File: src/rtl/i2s_tx_serializer.sv
`default_nettype none
// ============================================================================
// Module  : i2s_tx_serializer
// Brief   : I2S slave transmitter; buffers one stereo frame and shifts it
//           MSB-first onto sd, timed by external sck/ws. Define
//           I2S_TX_ZERO_FILL_EN to transmit zeros on underrun instead of
//           repeating the last frame.
// Revision: 1.0 - initial release
// ============================================================================
module i2s_tx_serializer #(
    parameter int WIDTH = 24
) (
    input  logic             sck,
    input  logic             reset,
    input  logic             ws,
    input  logic [WIDTH-1:0] in_left,
    input  logic [WIDTH-1:0] in_right,
    input  logic             in_valid,
    output logic             in_ready,
    output logic             sd,
    output logic             underrun,
    output logic             busy
);

    localparam int CW = (WIDTH > 1) ? $clog2(WIDTH) : 1;

    logic             ws_q;
    logic [WIDTH-1:0] pend_l_q, pend_l_d;
    logic [WIDTH-1:0] pend_r_q, pend_r_d;
    logic             pend_full_q, pend_full_d;
    logic [WIDTH-1:0] act_l_q, act_l_d;
    logic [WIDTH-1:0] act_r_q, act_r_d;
    logic [WIDTH-1:0] shift_q, shift_d;
    logic [CW-1:0]    count_q, count_d;
    logic             sd_q, sd_d;
    logic             busy_q, busy_d;
    logic             underrun_q, underrun_d;

    logic             ws_edge;
    logic             left_start;
    logic             accept;
    logic [WIDTH-1:0] load_word;

    always_comb begin
        ws_edge    = ws ^ ws_q;
        left_start = ws_edge & ~ws;
        in_ready   = ~pend_full_q | left_start;
        accept     = in_valid & in_ready;

        pend_l_d    = pend_l_q;
        pend_r_d    = pend_r_q;
        pend_full_d = pend_full_q;
        act_l_d     = act_l_q;
        act_r_d     = act_r_q;
        shift_d     = shift_q;
        count_d     = count_q;
        sd_d        = sd_q;
        busy_d      = busy_q;
        underrun_d  = underrun_q;

        // A refill on the consuming edge keeps the buffer full with the new frame.
        if (accept) begin
            pend_l_d    = in_left;
            pend_r_d    = in_right;
            pend_full_d = 1'b1;
        end else if (left_start) begin
            pend_full_d = 1'b0;
        end

        if (left_start) begin
            if (pend_full_q) begin
                act_l_d = pend_l_q;
                act_r_d = pend_r_q;
            end else begin
                underrun_d = 1'b1;
`ifdef I2S_TX_ZERO_FILL_EN
                act_l_d = '0;
                act_r_d = '0;
`endif
            end
        end

        load_word = left_start ? act_l_d : act_r_q;

        if (ws_edge) begin
            sd_d    = load_word[WIDTH-1];
            shift_d = load_word << 1;
            count_d = CW'(WIDTH - 1);
            busy_d  = 1'b1;
        end else if (count_q != '0) begin
            sd_d    = shift_q[WIDTH-1];
            shift_d = shift_q << 1;
            count_d = count_q - CW'(1);
            busy_d  = (count_q > CW'(1));
        end else begin
            sd_d   = 1'b0;
            busy_d = 1'b0;
        end
    end

    always_ff @(posedge sck or negedge reset) begin
        if (!reset) begin
            ws_q        <= 1'b0;
            pend_l_q    <= '0;
            pend_r_q    <= '0;
            pend_full_q <= 1'b0;
            act_l_q     <= '0;
            act_r_q     <= '0;
            shift_q     <= '0;
            count_q     <= '0;
            sd_q        <= 1'b0;
            busy_q      <= 1'b0;
            underrun_q  <= 1'b0;
        end else begin
            ws_q        <= ws;
            pend_l_q    <= pend_l_d;
            pend_r_q    <= pend_r_d;
            pend_full_q <= pend_full_d;
            act_l_q     <= act_l_d;
            act_r_q     <= act_r_d;
            shift_q     <= shift_d;
            count_q     <= count_d;
            sd_q        <= sd_d;
            busy_q      <= busy_d;
            underrun_q  <= underrun_d;
        end
    end

    assign sd       = sd_q;
    assign busy     = busy_q;
    assign underrun = underrun_q;

endmodule
`default_nettype wire

File: config.mk
export PLATFORM = sky130hd
export DESIGN_NAME = i2s_tx_serializer
export DESIGN_NICKNAME = d
export VERILOG_FILES = /design/src/rtl/i2s_tx_serializer.sv
export SDC_FILE = /design/constraint.sdc
export NUM_CORES = 1
export LEC_CHECK = 0
export ABC_AREA = 0
export CORE_MARGIN = 5
export CORE_UTILIZATION = 46
export DETAILED_ROUTE_END_ITERATION = 6
export GPL_ROUTABILITY_DRIVEN = 0
export PLACE_DENSITY_LB_ADDON = 0.25
export SLEW_MARGIN = 10
export SYNTH_ARGS = -nofsm -noshare
export SYNTH_HDL_FRONTEND = slang
export SYNTH_SLANG_ARGS = --single-unit
File: constraint.sdc
create_clock -name sck -period 1.7 [get_ports sck]
set_input_delay 0.34 -clock sck [delete_from_list [all_inputs] [get_ports sck]]
set_output_delay 0.34 -clock sck [all_outputs]
set_load 0.01 [all_outputs]
==> results_dict.tcl, run 1 <==
set metrics [dict create \
    antenna_found_initial 0 \
    cp_max_fo 24 \
    io_pins 56 \
    synth_fa_ha_area_share_pct 0.694 \
    whs_ns 0.0723 \
    fmax_mhz 593 \
    clkPwrFrac_pct 38.5 \
    report.final.setup_viol 0 \
    avgViaCountPerCell 5.41 \
    wl_per_cell_um 17.2 \
    synth-xor-area-share_pct 0.324 \
    drtIter0Drc 102 \
    synth_top_flop_cell "dfrtp_1" \
    numCtsBuffers 17 \
    drc 0 \
    synth_enable_flop_cells 0 \
    cap_viol_max_count 0 \
    initial_core_util_pct 47.2 \
    fin_nets 498 \
    p_sw_share_pct 23.8 \
    drt-total-wl_um 10300 \
    r2r_setup_slack_ns 0.01 \
    grt_max_degree 43 \
    crit_path_start_kind "flip-flop" \
    vias 3234 \
    regArea_mm2 0.00323 \
    switchingPower_w 0.00227 \
    powerDensity_mw_per_mm2 1380 \
    arrival_ns 1.97 \
    grt_pass1_wl_um 17600 \
    synth_commonest_cells "129 x dfrtp_1, 76 x mux2_2, 25 x mux2i_1, 25 x nor2_1, 24 x a211oi_1" \
    cts_root_buffer "clkbuf_16" \
    htree_levels 4 \
    netlist_area_mm2 0.00541 \
    internal_power_w 0.00727 \
    irDropWorstVdd_uv 1160 \
    synth_top_family_by_area "multiplexers" \
    tightest_slew_ns 0.446 \
    multiInputGateArea_mm2 0.00204 \
    hp-class "in -> reg" \
    synthCells 376 \
    status "completed" \
    end_kind "flip-flop" \
    synthTopCellsByArea "dfrtp_1 60%, mux2_2 16%, mux2i_1 4.6%" \
    die_w_um 118 \
    antennaDiodeCount 0 \
    clk_latency_ns 0.41 \
    drive_above_1_share_pct 29.7 \
    core_mm2 0.0115 \
    final.setup.tns_ns 0 \
    power_frac_seq_pct 45.5 \
    synth_warnings 0 \
    p_leak_nw 3.07 \
    drv_slew 0 \
    synth-simple-area-share_pct 2.66 \
    ys_types 28 \
    cts_tree "built" \
    first_pass_iters 4 \
    crit_required_ns 1.99 \
    max-slew-margin-rel_pct 70.3 \
    syn-num-nets 431 \
    synth-compound-area-share_pct 8.54 \
    yosysMostFrequentCell "dfrtp_1" \
    rsz0062_at_grt "true" \
    rows 39 \
    min_period_over_period_pct 99.2 \
    grt_overflow_total 0 \
    clk_pin_slew_ns 0.05 \
    dieArea_mm2 0.0140 \
    synth_seq_cells 129 \
    skew_ns 0.00571 \
    synthMuxAreaShare_pct 24.6 \
    synth_seq_area_share_pct 59.7 \
    fp.dieH_um 118 \
    avgSynthCellArea_um2 14.4 \
    cts_buffer_depth 2 \
    synth_top_area_share_pct 59.7 \
    grt_usage_pct 15.8 \
    grt_pass1_vias 3493 \
    comb_power_share_pct 16.0 \
    crit_type "reg -> reg" \
    finalCriticalPeriod_ns 1.69 \
    ys_async_sr_fraction_pct 100 \
    hpwl_um 6670 \
    synthToLayoutAreaGrowth_pct 28.1 \
    finalHoldViolCount 0 \
    nFillCells 907 \
    clkSinkCount 129 \
    yosysTopAreaCell "dfrtp_1" \
    numPortBuffers 55 \
    ant_nets 0 \
]
layout make-up:
class | instances | share of cell area, %
clock buffers | 26 | 7.21
clock inverters | 5 | 1.45
inverters | 5 | 0.271
multi-input cells | 214 | 29.5
flip-flops and latches | 129 | 46.6
well taps | 143 | 2.58
repair buffers | 76 | 12.4
layer usage:
layer	up-vias	share of wire, %	global-route usage [%]
met4	0	1.0	6.31
met1	1645	47	21.0
met3	10	4.1	4.63
met5	-	0	0
met2	60	48	24.4
li1	1519	-	-
sequential cells by signal, indices dropped and copies added, names as in the netlist:
name	count
shift_q	23
pend_full_q	1
act_r_q	24
pend_r_q	24
ws_q	1
count_q	5
act_l_q	24
underrun	1
sd	1
pend_l_q	24
busy	1
power by group through the flow:
stage | registers, W | logic [W] | clock network (W)
floorplan | 0.00421 | 0.00111 | 0
global route | 0.00444 | 0.00171 | 0.00389
detailed placement | 0.00438 | 0.00153 | 0
finish | 0.00434 | 0.00153 | 0.00367
CTS | 0.00434 | 0.00155 | 0.00375
global placement | 0.00435 | 0.00147 | 0
final timing paths:
check	depth (start not counted)	end	start
setup / recovery	6	shift_q[16]$_DFFE_PN0P_	count_q[1]$_DFFE_PN0P_
hold / removal	1	ws_q$_DFF_PN0_	ws
setup reg to reg	6	shift_q[16]$_DFFE_PN0P_	count_q[1]$_DFFE_PN0P_
hold reg to reg	1	shift_q[1]$_DFFE_PN0P_	shift_q[1]$_DFFE_PN0P_
max in group asynchronous	3	act_l_q[0]$_DFF_PN0_	reset
min in group asynchronous	2	act_r_q[13]$_DFFE_PN0P_	reset
logic make-up after synthesis:
kind of cell               Yosys count
muxes                              121
xor gates and xnor gates             2
AOI/OAI and AO/OA                   54
adders and majority gates            3
buffers and inverters               33
and+or+nand+nor                     34
DFF                                129
worst max-delay path, cell delays in order, from the launching register on:
cell	delay [ns]
dfrtp_1	0.40
inv_2	0.10
ha_4	0.14
inv_2	0.04
o41a_1	0.35
buf_12	0.18
a221o_1	0.35
layout by cell type, fill, tap and decap left out, types with 2 or more instances in the layout:
cell type	n
buf_4	9
clkbuf_1	5
dlymetal6s2s_1	2
o31ai_1	2
clkbuf_16	17
inv_2	3
inv_1	2
mux2_1	20
mux2i_1	25
a221o_1	22
a211oi_1	24
buf_12	12
dfrtp_1	129
clkinv_2	2
bufinv_16	3
nor2_1	25
a21o_1	3
clkdlybuf4s50_1	51
clkbuf_8	4
nand2_2	2
mux2_2	76
through the flow:
step	cells	instance area, um^2	util [%]	power, W	worst slack, ns
after global placement	565	6280	54.8	0.00582	-0.393
after detailed placement	565	6280	54.8	0.00591	-0.505
after CTS	597	6890	60.1	0.00964	0.00422
after global routing	598	6930	60.4	0.0100	-0.0437
final	598	6930	60.4	0.00954	0.0143
after floorplan	376	5450	-	0.00533	0.00171
repair_timing:
action / CTS / global route
setup buffers: 0 / 1
hold endpoints to repair: 27 / 0
gates resized for setup: 5 / 6
setup endpoints to repair: 27 / 26
hold buffers: 1 / 0
Power figures use the tool's default switching activity.
==> run 2, diff against run 1 <==
--- a/config.mk
+++ b/config.mk
@@ -11,6 +11,8 @@
 export DETAILED_ROUTE_END_ITERATION = 6
 export GPL_ROUTABILITY_DRIVEN = 0
 export PLACE_DENSITY_LB_ADDON = 0.25
+export RECOVER_POWER = 50
+export REMOVE_ABC_BUFFERS = 1
 export SLEW_MARGIN = 10
 export SYNTH_ARGS = -nofsm -noshare
 export SYNTH_HDL_FRONTEND = slang
==> run 2 against run 1 <==
  * Combinational power barely moved
  * Maximum frequency up 0.15%
  * Sequential power hardly changed
  * Clock skew is 0.0013 ns higher
  * Critical endpoint is now shift_q[12]$_DFFE_PN0P_
  * Largest cell class unchanged
==> results_dict.tcl, run 2 (synthesis gave the netlist of run 1 again) <==
set metrics [dict create \
    finalHoldViolCount 0 \
    cap_viol_max_count 0 \
    antennaDiodeCount 0 \
    grt_pass1_vias 3567 \
    drtIter0Drc 150 \
    vias 3263 \
    clk_latency_ns 0.41 \
    ant_nets 0 \
    io_pins 56 \
    drt-total-wl_um 9970 \
    dieArea_mm2 0.0140 \
    die_w_um 118 \
    rows 39 \
    cts_tree "built" \
    numCtsBuffers 17 \
    fin_ws_ns 0.0168 \
    r2r_start "count_q[0]$_DFFE_PN0P_" \
    fp.dieH_um 118 \
    drv_slew 0 \
    dp.cells 570 \
    fin_nets 503 \
    p_leak_nw 3.04 \
    max-slew-margin-rel_pct 36.2 \
    numPortBuffers 55 \
    drc 0 \
    core_mm2 0.0115 \
    report.final.setup_viol 0 \
    htree_levels 4 \
    layout_commonest_cell "dfrtp_1" \
    status "completed" \
    reg2regPathDepth 6 \
    end_kind "flip-flop" \
    crit_required_ns 1.99 \
    hpwl_um 6660 \
    cts_root_buffer "clkbuf_16" \
    irDropWorstVdd_uv 636 \
    min_period_over_period_pct 99.0 \
    whs_ns 0.196 \
    finalCriticalPeriod_ns 1.68 \
    powerDensity_mw_per_mm2 1360 \
    hold_depth 1 \
    rsz0062_at_grt "true" \
    tightest_slew_ns 0.957 \
    hp-start "ws" \
    synthToLayoutAreaGrowth_pct 26.2 \
    cp_max_fo 20 \
    clk_pin_slew_ns 0.05 \
    final_cell_mix "129 x dfrtp_1, 76 x mux2_2, 52 x clkdlybuf4s50_1" \
    crit_type "reg -> reg" \
    dp_worst_setup_slack_ns -0.461 \
    hp-class "in -> reg" \
    skew_ns 0.00701 \
    final_cells 603 \
    grt_usage_pct 15.3 \
    grt_overflow_total 0 \
    antenna_found_initial 0 \
    wl_per_cell_um 16.5 \
    fmax_mhz 594 \
    avgViaCountPerCell 5.41 \
    drive_above_1_share_pct 30.2 \
    startpoint "count_q[0]$_DFFE_PN0P_" \
    grt_max_degree 78 \
    initial_core_util_pct 47.2 \
    arrival_ns 1.97 \
    cts_buffer_depth 2 \
    clkSinkCount 129 \
    grt_pass1_wl_um 17200 \
    first_pass_iters 4 \
    crit_path_start_kind "flip-flop" \
]
-- run 2: cell types whose count changed in the layout (fill, tap and decap cells not counted), moves of 2 or more --
cell / before / now
buf_4: 9 / 18
buf_12: 12 / 5
clkbuf_8: 4 / 6
bufinv_16: 3 / 1
dlymetal6s2s_1: 2 / 0
clkinv_2: 2 / 4
-- run 2: path summary, 6_finish.rpt --
| check | slack (ns) | end |
|---|---|---|
| worst max-delay path | 0.02 | shift_q[12]$_DFFE_PN0P_ |
| worst min-delay path | 0.20 | ws_q$_DFF_PN0_ |
| worst max register to register | 0.02 | shift_q[12]$_DFFE_PN0P_ |
| worst min register to register | 0.46 | underrun$_DFFE_PN0P_ |
| max in group asynchronous | 0.29 | pend_r_q[23]$_DFFE_PN0P_ |
| min in group asynchronous | 0.26 | pend_r_q[2]$_DFFE_PN0P_ |
-- run 2: through the flow --
stage,power [W],setup TNS [ns],area (um^2),util [%]
finish,0.00925,0,6820,59.5
global route,0.00974,-0.135,6820,59.5
CTS,0.00937,0,6830,59.6
detailed placement,0.00590,-49.75,6240,54.4
global placement,0.00579,-46.51,6240,54.4
floorplan,0.00527,-160.21,5240,-
-- run 2: worst max-delay path: stages (launching register included) --
cell,delay (ns)
dfrtp_1,0.39
inv_2,0.09
ha_4,0.13
inv_2,0.04
o41a_1,0.37
buf_12,0.18
a221o_1,0.35
-- run 2: final cells by class --
type,count,area [um^2]
clock buffers,26,519
clock inverters,5,50.0
fillers,867,4640
inverters,5,18.8
multi-input cells,214,2030
flip-flops and latches,129,3230
well taps,143,179
repair buffers,81,802
-- run 2: layer usage --
metal	wire, um	track usage (%)
met1	4350	19.3
met2	5020	24.7
met3	379	4.35
met4	229	6.95
met5	0	0
-- run 2: report_power, final --
| group | total, W | internal [W] | leakage, nW | switching [W] |
|---|---|---|---|---|
| sequential | 0.00433 | 0.00387 | 1.51 | 0.000457 |
| combinational | 0.00152 | 0.000946 | 1.24 | 0.000570 |
| clock | 0.00340 | 0.00222 | 0.286 | 0.00118 |
-- run 2: timing repair --
action	in CTS	in global routing
setup buffers	0	1
gates resized for setup	9	3
hold endpoints to repair	64	0
pin swaps	2	0
hold buffers	1	0
gates cloned	0	0
endpoints found under the setup margin	30	22
